## src/rtl/kernel_window_sequencer.sv

```systemverilog
// Control FSM that walks a KernelAccumulator over a SIZE x SIZE window, one element
// per INDEX/ISSUE/WAIT pass, and hands the captured sum back over valid/ready.
module kernel_window_sequencer #(
  parameter logic [3:0] SIZE    = 4'd3,
  parameter logic [7:0] TIMEOUT = 8'd64
) (
  input  logic       clk,
  input  logic       n_rst,
  input  logic       go,
  input  logic       abort,
  output logic       busy,
  output logic [3:0] cur_x,
  output logic [3:0] cur_y,
  output logic       en_strobe,
  output logic       acc_clear,
  output logic       acc_start,
  input  logic       acc_ready,
  input  logic [7:0] acc_sum,
  output logic [7:0] result,
  output logic       result_valid,
  input  logic       result_ready,
  output logic       timeout_err
);

  typedef enum logic [2:0] {
    S_IDLE,
    S_CLEAR,
    S_INDEX,
    S_ISSUE,
    S_WAIT,
    S_DONE
  } state_t;

  localparam logic [3:0] LAST_IDX   = SIZE - 4'd1;
  localparam logic [7:0] WAIT_LIMIT = TIMEOUT - 8'd1;

  state_t     state;
  state_t     next_state;
  logic [7:0] wait_cnt;
  logic       last_elem;
  logic       timed_out;

  assign last_elem = (cur_x == LAST_IDX) && (cur_y == LAST_IDX);
  assign timed_out = (wait_cnt == WAIT_LIMIT);

  // NOTE: sequential state uses non-blocking assignments so every flop samples
  // the pre-edge values regardless of process ordering.
  always_ff @(posedge clk or negedge n_rst) begin
    if (!n_rst) state <= S_IDLE;
    else        state <= next_state;
  end

  // NOTE: next_state gets a default before the case so no path leaves it
  // unassigned, which would otherwise infer a latch.
  always_comb begin
    next_state = state;
    if (abort) begin
      next_state = S_IDLE;
    end else begin
      case (state)
        S_IDLE:  if (go) next_state = S_CLEAR;
        S_CLEAR: next_state = S_INDEX;
        S_INDEX: next_state = S_ISSUE;
        S_ISSUE: next_state = S_WAIT;
        S_WAIT: begin
          if (acc_ready)      next_state = last_elem ? S_DONE : S_INDEX;
          else if (timed_out) next_state = S_DONE;
        end
        S_DONE:  if (result_ready) next_state = S_IDLE;
        default: next_state = S_IDLE;
      endcase
    end
  end

  always_comb begin
    busy         = 1'b0;
    en_strobe    = 1'b0;
    acc_clear    = 1'b0;
    acc_start    = 1'b0;
    result_valid = 1'b0;
    case (state)
      S_IDLE:  ;
      S_CLEAR: begin busy = 1'b1; acc_clear    = 1'b1; end
      S_INDEX: begin busy = 1'b1; en_strobe    = 1'b1; end
      S_ISSUE: begin busy = 1'b1; acc_start    = 1'b1; end
      S_WAIT:  busy = 1'b1;
      S_DONE:  begin busy = 1'b1; result_valid = 1'b1; end
      default: ;
    endcase
  end

  // Datapath updates are keyed on the chosen transition, so abort (which forces
  // next_state to IDLE) suppresses index advance and result capture for free.
  always_ff @(posedge clk or negedge n_rst) begin
    if (!n_rst) begin
      cur_x       <= '0;
      cur_y       <= '0;
      wait_cnt    <= '0;
      result      <= '0;
      timeout_err <= 1'b0;
    end else begin
      if (state == S_IDLE && next_state == S_CLEAR) begin
        cur_x <= '0;
        cur_y <= '0;
      end else if (state == S_WAIT && next_state == S_INDEX) begin
        if (cur_x == LAST_IDX) begin
          cur_x <= '0;
          cur_y <= cur_y + 4'd1;
        end else begin
          cur_x <= cur_x + 4'd1;
        end
      end

      if (next_state == S_CLEAR || state == S_ISSUE)
        wait_cnt <= '0;
      else if (state == S_WAIT && !acc_ready && !timed_out)
        wait_cnt <= wait_cnt + 8'd1;

      if (state == S_WAIT && next_state == S_DONE) begin
        result      <= acc_ready ? acc_sum : 8'h00;
        timeout_err <= !acc_ready;
      end
    end
  end

endmodule

```

## config.mk

```make
export PLATFORM = sky130hd
export DESIGN_NAME = kernel_window_sequencer
export DESIGN_NICKNAME = d
export VERILOG_FILES = /design/src/rtl/kernel_window_sequencer.sv
export SDC_FILE = /design/constraint.sdc
export NUM_CORES = 1
export LEC_CHECK = 0
export CORE_MARGIN = 10
export CORE_UTILIZATION = 49
export DETAILED_ROUTE_END_ITERATION = 16
export HOLD_SLACK_MARGIN = 0.03
export PLACE_DENSITY = 0.78
export SYNTH_ARGS = -nofsm -noshare
export SYNTH_HDL_FRONTEND = slang
export SYNTH_SLANG_ARGS = --single-unit
```

## constraint.sdc

```tcl
create_clock -name clk -period 2.2 [get_ports clk]
set_input_delay 0.55 -clock clk [delete_from_list [all_inputs] [get_ports clk]]
set_output_delay 0.55 -clock clk [all_outputs]
set_load 0.01 [all_outputs]
```

Word-level counts from Yosys, hierarchy flattened
Index checks and enable logic that the tools add are counted.

$add $sub $neg: 3. Equal/unequal tests: 11. Divide/modulo/power cells: 0. Muxes and demuxes: 21. Order comparisons: 0. $mul: 0. Bitwise gates (word level): 0. Reduce and logical (&&, ||, !) cells: 15. Shifts and indexed selects: 0.

Operators with widths (number): $mux W4 (6); $mux W8 (3); $mux W3 (6); $pmux W3 S6 (1); $eq A3 B2 Y1 const B (3); $eq A3 B3 Y1 const B (3); $add A4 B1 Y4 const B (2); $add A8 B1 Y8 const B (1); $eq A4 B2 Y1 const B (2); $eq A8 B6 Y1 const B (1); $eq A3 B1 Y1 const B (2); $logic_and A1 B1 Y1 (6); $reduce_bool A2 Y1 (3); $mux W1 (5); $reduce_or A5 Y1 (1); $logic_not A3 Y1 (1); $logic_not A1 Y1 (2); $reduce_and A2 Y1 (1); $logic_or A1 B1 Y1 (1).

Memory bits (writable): 0. Register bits after elaboration: 28. Word-level logic and storage cells: 56. Output and inout port bits: 22. Bits of input ports: 14. Latch bits: 0. Memories kept: 0. ROM bits: 0.

Longest topological paths before layout
Gate-level depths: netlist (run 1).

Word-level depth: 10. Gate-level depth with buffers: 6. Depth with buffers taken out: 6.

Worst setup path after synthesis (run 1)
OpenSTA, ideal clock, no wires.

Path kind: input-to-reg. Start point: input acc_ready. End point: register wait_cnt[7]. Stages: 4. Slack: 0.263 ns. Buffers on the path: 0. Setup time: 0.078 ns. Data arrival time: 1.859 ns. Required time: 2.122 ns. Cell sequence: or4b_4 a21o_4 or4_1 a21oi_1.

Cells in the longest elaborated chain, start to end: 6. Elaborated cells between the ends (all ways): 10. Classes of those cells: eq/ne: 1; mux: 4; reduce/logical: 5.

RTL lines: from (decl) (RTL line 17) `input logic acc_ready,`; $mux W3 (RTL line 66) `if (acc_ready) next_state = last_elem ? S_DONE : S_INDEX;`; $pmux W3 S6 (RTL line 60) `case (state)`; $mux W3 (RTL line 57) `if (abort) begin`; $eq A3 B1 Y1 (RTL line 114) `if (next_state == S_CLEAR || state == S_ISSUE)`; $logic_or A1 B1 Y1 (RTL line 114); $mux W8 / $reduce_bool A2 Y1 (equally long branches); to (signal assigned) (RTL line 117) `wait_cnt <= wait_cnt + 8'd1;`; to (decl) (RTL line 39) `logic [7:0] wait_cnt;`.

Several ways; a longest one is shown, not always the timed one. A chain may end at the register's enable or synchronous reset.

Final worst setup path (run 1)
Start point: register state[1]. End point: output busy.

Cells in the longest elaborated chain, start to end: 3. Elaborated cells between the ends (all ways): 7. Classes of those cells: eq/ne: 5; mux: 1; reduce/logical: 1.

RTL lines: from (decl) (RTL line 37) `state_t state;`; from (signal assigned) (RTL line 50) `else state <= next_state;`; $eq A3 B3 Y1, or another cell as far along (RTL line 81) `case (state)`; $reduce_or A5 Y1 (no source line) *; $mux W1 * (RTL line 81); to (decl) (RTL line 11) `output logic busy,`.

Every way passes the cells marked *; elsewhere a longest branch is shown, timed or not.

==> flow_summary.toml, run 1 <==
[route]
firstDrtPassIters = 4
wl_microns = 4038
drtIter0Drc = 82
vias = 1414
wl_per_cell_microns = 16.09
drc = 0
viasPerCell = 5.633
ant_nets = 0

[clock_tree]
cts_sinks = 28
worstSkewPairLatency_ns = 0.33
cts_buffer_depth = 2
cts_buffers = 3
clkTransAtPathRegs_ns = 0.15
cts_tree = "done"
cts-root-buf = "clkbuf_4"
cts-htree-levels = 1

[sta]
timing.fmax_ghz = 0.4649
grt_setup_unrepaired = "no"
finalMaxSlewViolations = 0
setup_tns_ns = 0
slew_headroom_pct = 68.14
tightestPinTransition_ns = 0.4769
hold_violations = 0
fin_worst_skew_ns = 0.002382
setup_viol = 0
min_period_ns = 2.151
timing.final.ws_setup_ns = 0.04923
fin_crit_sh_pct = 97.76

[place]
placed_cells = 243
pre_cts_ws_ns = -0.2084
numPortBuffers = 35
dp_hpwl_microns = 2977
gp_congestion = 0.8852

[power]
power.leakage_nw = 0.9295
peakVddDrop_mv = 0.2990
p_per_area_mw_per_mm2 = 487.4

[die]
dieArea_sq_mm = 0.005848
core_region_area_sq_mm = 0.003053
placementRows = 20
initial_utilization_pct = 51.19
die_h_microns = 76.48
pin_count = 36
die_x_microns = 76.48

[cells_and_area]
drive_gt1_share_pct = 14.98
final_common_cell = "clkdlybuf4s50_1"
diodes = 0
syn2layout_area_growth_pct = 36.27
fin_cells = 251
fin_util_pct = 69.75
final_cell_mix = "clkdlybuf4s50_1 (32), dfrtp_1 (25), nand2_1 (16), buf_4 (16), nor2_1 (14)"
fin_nets = 227

[grt]
grt_start_max_net_pins = 29
grt_pass1_vias = 1454
gr-total-overflow = 0
track_usage_pct = 13.51
antenna_found_initial = 0
grt_pass1_wl_microns = 6775

[status]
status = "complete, no violations"

[critical_path]
cp_max_fo = 9
crit_path_max_incr_delay_ns = 0.50
crit_type = "flop to primary output"
r2r_end = "result[5]"
critPathRequiredTime_ns = 1.65
cp-startpoint = "state[1]"
critPathLaunchType = "flop"
end_kind = "primary output"
arrival_ns = 1.60
crit_chain = "nor3_2 > a21oi_1 > clkdlybuf4s50_1"
r2r_cells = 6
endpoint = "busy"
reg2reg_slack_ns = 0.14
crit_path_top_delay_cell = "dfrtp_2"
r2r_start = "state[1]"

[synth]
synthMuxAreaShare_pct = 1.922
netlist_area_sq_mm = 0.001563
synth_ff_type = "dfrtp_1"
synth_xor_area_share_pct = 3.363
ys_seq_area_share_pct = 44.84
ys_ff_latch = 28
ys_warn_count = 0
avgSynthCellArea_sq_um = 9.891
synth_compound_area_share_pct = 17.13
synth-simple-area-share_pct = 25.94
syn_inst = 158
synth_top_family_by_area = "simple AND/OR/NAND/NOR gates"
syn_nets = 177
synth_cell_types = 42
async_flop_share_pct = 100.0
synthAdderAreaFrac_pct = 4.003
synth_edf_count = 0

[hold_path]
hp-class = "flop to flop"

[flow_run]
max_cap_viol_count = 0
## routing by layer
layer  vias to the layer above  share of wire [%]  global-route usage (%)
met5                         -                  0                       0
met4                         0                1.7                   4.275
met3                         9                2.8                   2.476
met2                        28                 56                   26.36
met1                       701                 39                   13.98
li1                        676                  -                       -
## kinds of logic after synthesis
logic type | count (synthesis)
buffers and inverters | 11
and+or+nand+nor | 69
AOI/OAI and AO/OA | 36
xor gates and xnor gates | 6
adders and majority gates | 5
muxes | 3
DFF | 28
## report_power, final
part / internal (mW) / leakage (nW) / switching, mW
clock network: 0.184 / 0.0279 / 0.158
registers: 0.524 / 0.385 / 0.0170
logic: 0.0787 / 0.517 / 0.0759
## worst min path at each step
stage | startpoint | cells past startpoint | endpoint
2_1_floorplan | n_rst | 0 | cur_x[0]
3_3_place_gp | result[7] | 2 | result[7]
3_5_place_dp | result[2] | 2 | result[2]
4_1_cts | result[2] | 2 | result[2]
5_1_grt | n_rst | 2 | wait_cnt[2]
6_report | result[1] | 2 | result[1]
## cell usage after synthesis (2+ instances only)
library cell,n,share of area [%]
o21ai_0,6,1.9
nor4_1,2,0.80
a21o_1,2,0.96
o31ai_1,2,0.96
nand2_1,16,3.8
nand3_1,6,1.9
or3_1,4,1.6
o2bb2ai_1,8,4.5
a31oi_1,2,0.80
nor3b_1,5,2.4
nor3_1,3,0.96
a21oi_1,10,3.2
and2_1,2,0.80
and3_1,2,0.80
mux2i_1,3,1.9
dfrtp_1,28,45
clkbuf_1,5,1.2
nor2_1,14,3.4
inv_1,4,0.96
xor2_1,2,1.1
xnor2_1,4,2.2
nand4b_1,3,1.7
ha_1,5,4.0
buf_2,2,0.64
## registers in the layout, summed over array words and instances, names as in the netlist
register     flops
timeout_err      1
wait_cnt         8
state            3
result           8
cur_x            4
cur_y            4
## worst max-delay path, delay by kind of cell (launching register included)
family                 cells  cell delay [ns]
flip-flops                 1             0.50
buffers and inverters      1             0.48
AND/OR/NAND/NOR            1             0.22
AO/OA/AOI/OAI              1             0.06
## final cells by class
| cell class | count | area [sq um] |
|---|---|---|
| multi-input cells | 119 | 823.3 |
| clock buffers | 3 | 22.52 |
| clock inverters | 1 | 30.03 |
| repair buffers | 52 | 479.2 |
| well taps | 44 | 55.05 |
| flip-flops and latches | 28 | 704.4 |
| inverters | 4 | 15.01 |
| fillers | 235 | 923.4 |
## per-stage QoR
| step | cell area (sq um) | hold slack [ns] | power [mW] |
|---|---|---|---|
| floorplan | 1563 | 0.2544 | 0.6147 |
| detailed placement | 2037 | 0.5254 | 0.6902 |
| CTS | 2118 | 0.5448 | 1.040 |
| global route | 2130 | 0.5599 | 1.080 |
| finish | 2130 | 0.5436 | 1.038 |
| global placement | 2037 | 0.5168 | 0.6865 |
## repair_timing
item / CTS / global route
hold buffers: 0 / 0
gates resized for setup: 4 / 4
pin swaps: 0 / 0
buffers inserted: 4 / 0
endpoints found under the setup margin: 5 / 4
No activity file was read; power rests on OpenSTA's default activity.
==> run 2, diff against run 1 <==
--- a/config.mk
+++ b/config.mk
@@ -5,11 +5,12 @@
 export SDC_FILE = /design/constraint.sdc
 export NUM_CORES = 1
 export LEC_CHECK = 0
+export ABC_AREA = 1
 export CORE_MARGIN = 10
-export CORE_UTILIZATION = 49
+export CORE_UTILIZATION = 50
 export DETAILED_ROUTE_END_ITERATION = 16
 export HOLD_SLACK_MARGIN = 0.03
-export PLACE_DENSITY = 0.78
+export PLACE_DENSITY = 0.79
 export SYNTH_ARGS = -nofsm -noshare
 export SYNTH_HDL_FRONTEND = slang
 export SYNTH_SLANG_ARGS = --single-unit
==> run 2 against run 1 <==
Net effect:
- sequential power rose by 2%
- die area barely moved
- synthesized area rose by 2.0%
- flip-flop and latch count did not move
- fmax rose by 1.5%
- register-to-register slack improved by 0.12 ns
- combinational power rose by 54%
- design area rose by 0.59%
- count of clock-buffer cells in the layout did not move
- power rose by 8.0%
==> flow_summary.toml, run 2 <==
[place]
gp_congestion = 0.7759
numPortBuffers = 35
dp_hpwl_microns = 2607
pre_cts_ws_ns = -0.05687
placed_cells = 280

[die]
core_region_area_sq_mm = 0.003053
placementRows = 20
die_h_microns = 76.46
pin_count = 36
die_x_microns = 76.46
initial_utilization_pct = 52.21
dieArea_sq_mm = 0.005846

[cells_and_area]
fin_nets = 262
drive_gt1_share_pct = 14.46
fin_cells = 286
syn2layout_area_growth_pct = 34.38
final_cell_mix = "nand2_1 (46), clkdlybuf4s50_1 (31), nand3_1 (25), dfrtp_1 (25), inv_1 (24)"
final_common_cell = "nand2_1"
fin_util_pct = 70.16
top_regs = "result (8), wait_cnt (8)"
diodes = 0

[critical_path]
cp.buffers_inverters = 3
r2r_cells = 13
critPathRequiredTime_ns = 1.65
r2r_start = "cur_x[0]"
reg2reg_slack_ns = 0.26
r2r_end = "timeout_err"
crit_family = "buffers and inverters"
critPathLaunchType = "flop"
crit_path_frequent_cell = "inv_1"
crit_chain = "inv_1 > nand3_1 > inv_1 > clkdlybuf4s50_1"
cp_max_fo = 4
crit_path_max_incr_delay_ns = 0.53
crit_path_top_delay_cell = "clkdlybuf4s50_1"
crit_type = "flop to primary output"
arrival_ns = 1.57
end_kind = "primary output"

[synth]
async_flop_share_pct = 100.0
synth_edf_count = 0
yosysMostFrequentCell = "nand2_1"
syn_nets = 213
syn_inst = 194
yosys-top-cells-count = "nand2_1 (46), dfrtp_1 (28), nand3_1 (25)"
ys_seq_area_share_pct = 43.96
netlist_area_sq_mm = 0.001594
synth_area_leaders = "dfrtp_1 (44%), nand2_1 (11%), nand3_1 (7.8%)"
ys_ff_latch = 28
yosysTopAreaCell = "dfrtp_1"
synth_ff_type = "dfrtp_1"
ys_warn_count = 0
synth_top_area_share_pct = 43.96
synth_cell_types = 27
avgSynthCellArea_sq_um = 8.217

[power]
power_mw = 1.121
peakVddDrop_mv = 0.4576
p_per_area_mw_per_mm2 = 523.4
power.leakage_nw = 1.091

[status]
status = "complete, no violations"

[grt]
grt_pass1_wl_microns = 5865
antenna_found_initial = 0
gr-total-overflow = 0
track_usage_pct = 11.62
grt_pass1_vias = 1291
grt_start_max_net_pins = 29

[flow_run]
max_cap_viol_count = 0

[sta]
hold_violations = 0
slew_headroom_pct = 76.77
fin_crit_sh_pct = 96.34
min_period_ns = 2.119
timing.final.ws_setup_ns = 0.08062
timing.fmax_ghz = 0.4718
grt_setup_unrepaired = "no"
fin_worst_skew_ns = 0.006169
tightestPinTransition_ns = 0.3484
setup_viol = 0
finalMaxSlewViolations = 0

[hold_path]
holdPathStages = 2
hp-start = "result[3]"
worstHoldEndpoint = "result[3]"
hp-class = "flop to flop"

[route]
met3_length_microns = 179
vias = 1370
firstDrtPassIters = 4
drtIter0Drc = 69
wl_per_cell_microns = 12.18
drc = 0
ant_nets = 0
viasPerCell = 4.790
wl_microns = 3483
top_layer = "met4"
m1WireLength_microns = 1600
wl_met2_microns = 1658

[clock_tree]
clkTransAtPathRegs_ns = 0.15
cts-root-buf = "clkbuf_4"
cts_buffers = 3
cts-htree-levels = 1
cts_sinks = 28
cts_buffer_depth = 2
cts_tree = "done"
worstSkewPairLatency_ns = 0.32
==> run 2: cell types whose count changed in the layout (fill, tap and decap cells not counted), moves of 4 or more <==
cell / before / now
a21oi_1: 10 / 3
buf_4: 16 / 10
inv_1: 4 / 24
nand2_1: 16 / 46
nand3_1: 6 / 25
nand4_1: 1 / 6
nor2_1: 14 / 20
nor2_4: 0 / 4
nor3b_1: 5 / 0
o2bb2ai_1: 8 / 0
or3_1: 4 / 0
xor2_1: 2 / 6
==> run 2: area by class of cell <==
type,count,area [sq um]
clock buffer,3,22.52
timing repair buffer,46,447.9
inverter,25,93.84
multi-input combinational,139,788.3
sequential,28,704.4
fill,258,910.9
clock inverter,1,30.03
tap,44,55.05
==> run 2: kinds of logic (layout without fill, tap and decap cells) <==
group,Yosys count,after routing,share of synthesized area [%]
simple gates,113,113,34.93
flops,28,28,43.96
buf+inv,27,75,6.907
compound gates,13,13,5.887
xor+xnor,8,8,4.396
fa+ha+maj,5,5,3.925
==> run 2: worst max path at each step <==
stage              start            to  slack, ns  cells past startpoint
2_1_floorplan   cur_x[0]   timeout_err       0.37                     13
3_3_place_gp   acc_ready   timeout_err      0.002                     12
3_5_place_dp   acc_ready   timeout_err      -0.06                     12
4_1_cts         state[1]     acc_clear      0.007                      4
5_1_grt         state[1]  result_valid      0.009                      4
6_report        state[1]  result_valid       0.08                      4
==> run 2: timing repair <==
| item | 4_1_cts | 5_1_grt |
|---|---|---|
| setup endpoints to repair | 2 | 3 |
| hold buffers | 0 | 0 |
| buffers inserted | 1 | 1 |
| gates resized for setup | 4 | 4 |
==> run 2: routing by layer <==
layer  vias to the layer above  track usage [%]
met3                         4            2.594
met2                        26            19.05
li1                        723                -
met4                         0            4.461
met1                       617            14.42
met5                         -                0
==> run 2: power breakdown <==
group | total [mW] | switching [mW] | leakage [nW] | internal (mW)
clock network | 0.329 | 0.145 | 0.0279 | 0.184
logic | 0.238 | 0.124 | 0.679 | 0.114
registers | 0.554 | 0.0182 | 0.384 | 0.536
==> run 2: worst register-to-register path, delay by kind of cell (launching register included) <==
family                   cells  cell delay, ns
AO/OA/AOI/OAI                2            0.21
adder cells (fa/ha/maj)      1            0.16
buffers and inverters        2            0.20
flip-flops                   1            0.44
AND/OR/NAND/NOR              8            0.84
==> run 2: through the flow <==
stage               hold slack [ns]  setup TNS [ns]  area [sq um]
finish                       0.5058               0          2142
CTS                          0.5110               0          2127
detailed placement           0.4649         -0.4861          2063
global route                 0.5258               0          2142
global placement             0.4704               0          2063
floorplan                    0.2544               0          1594
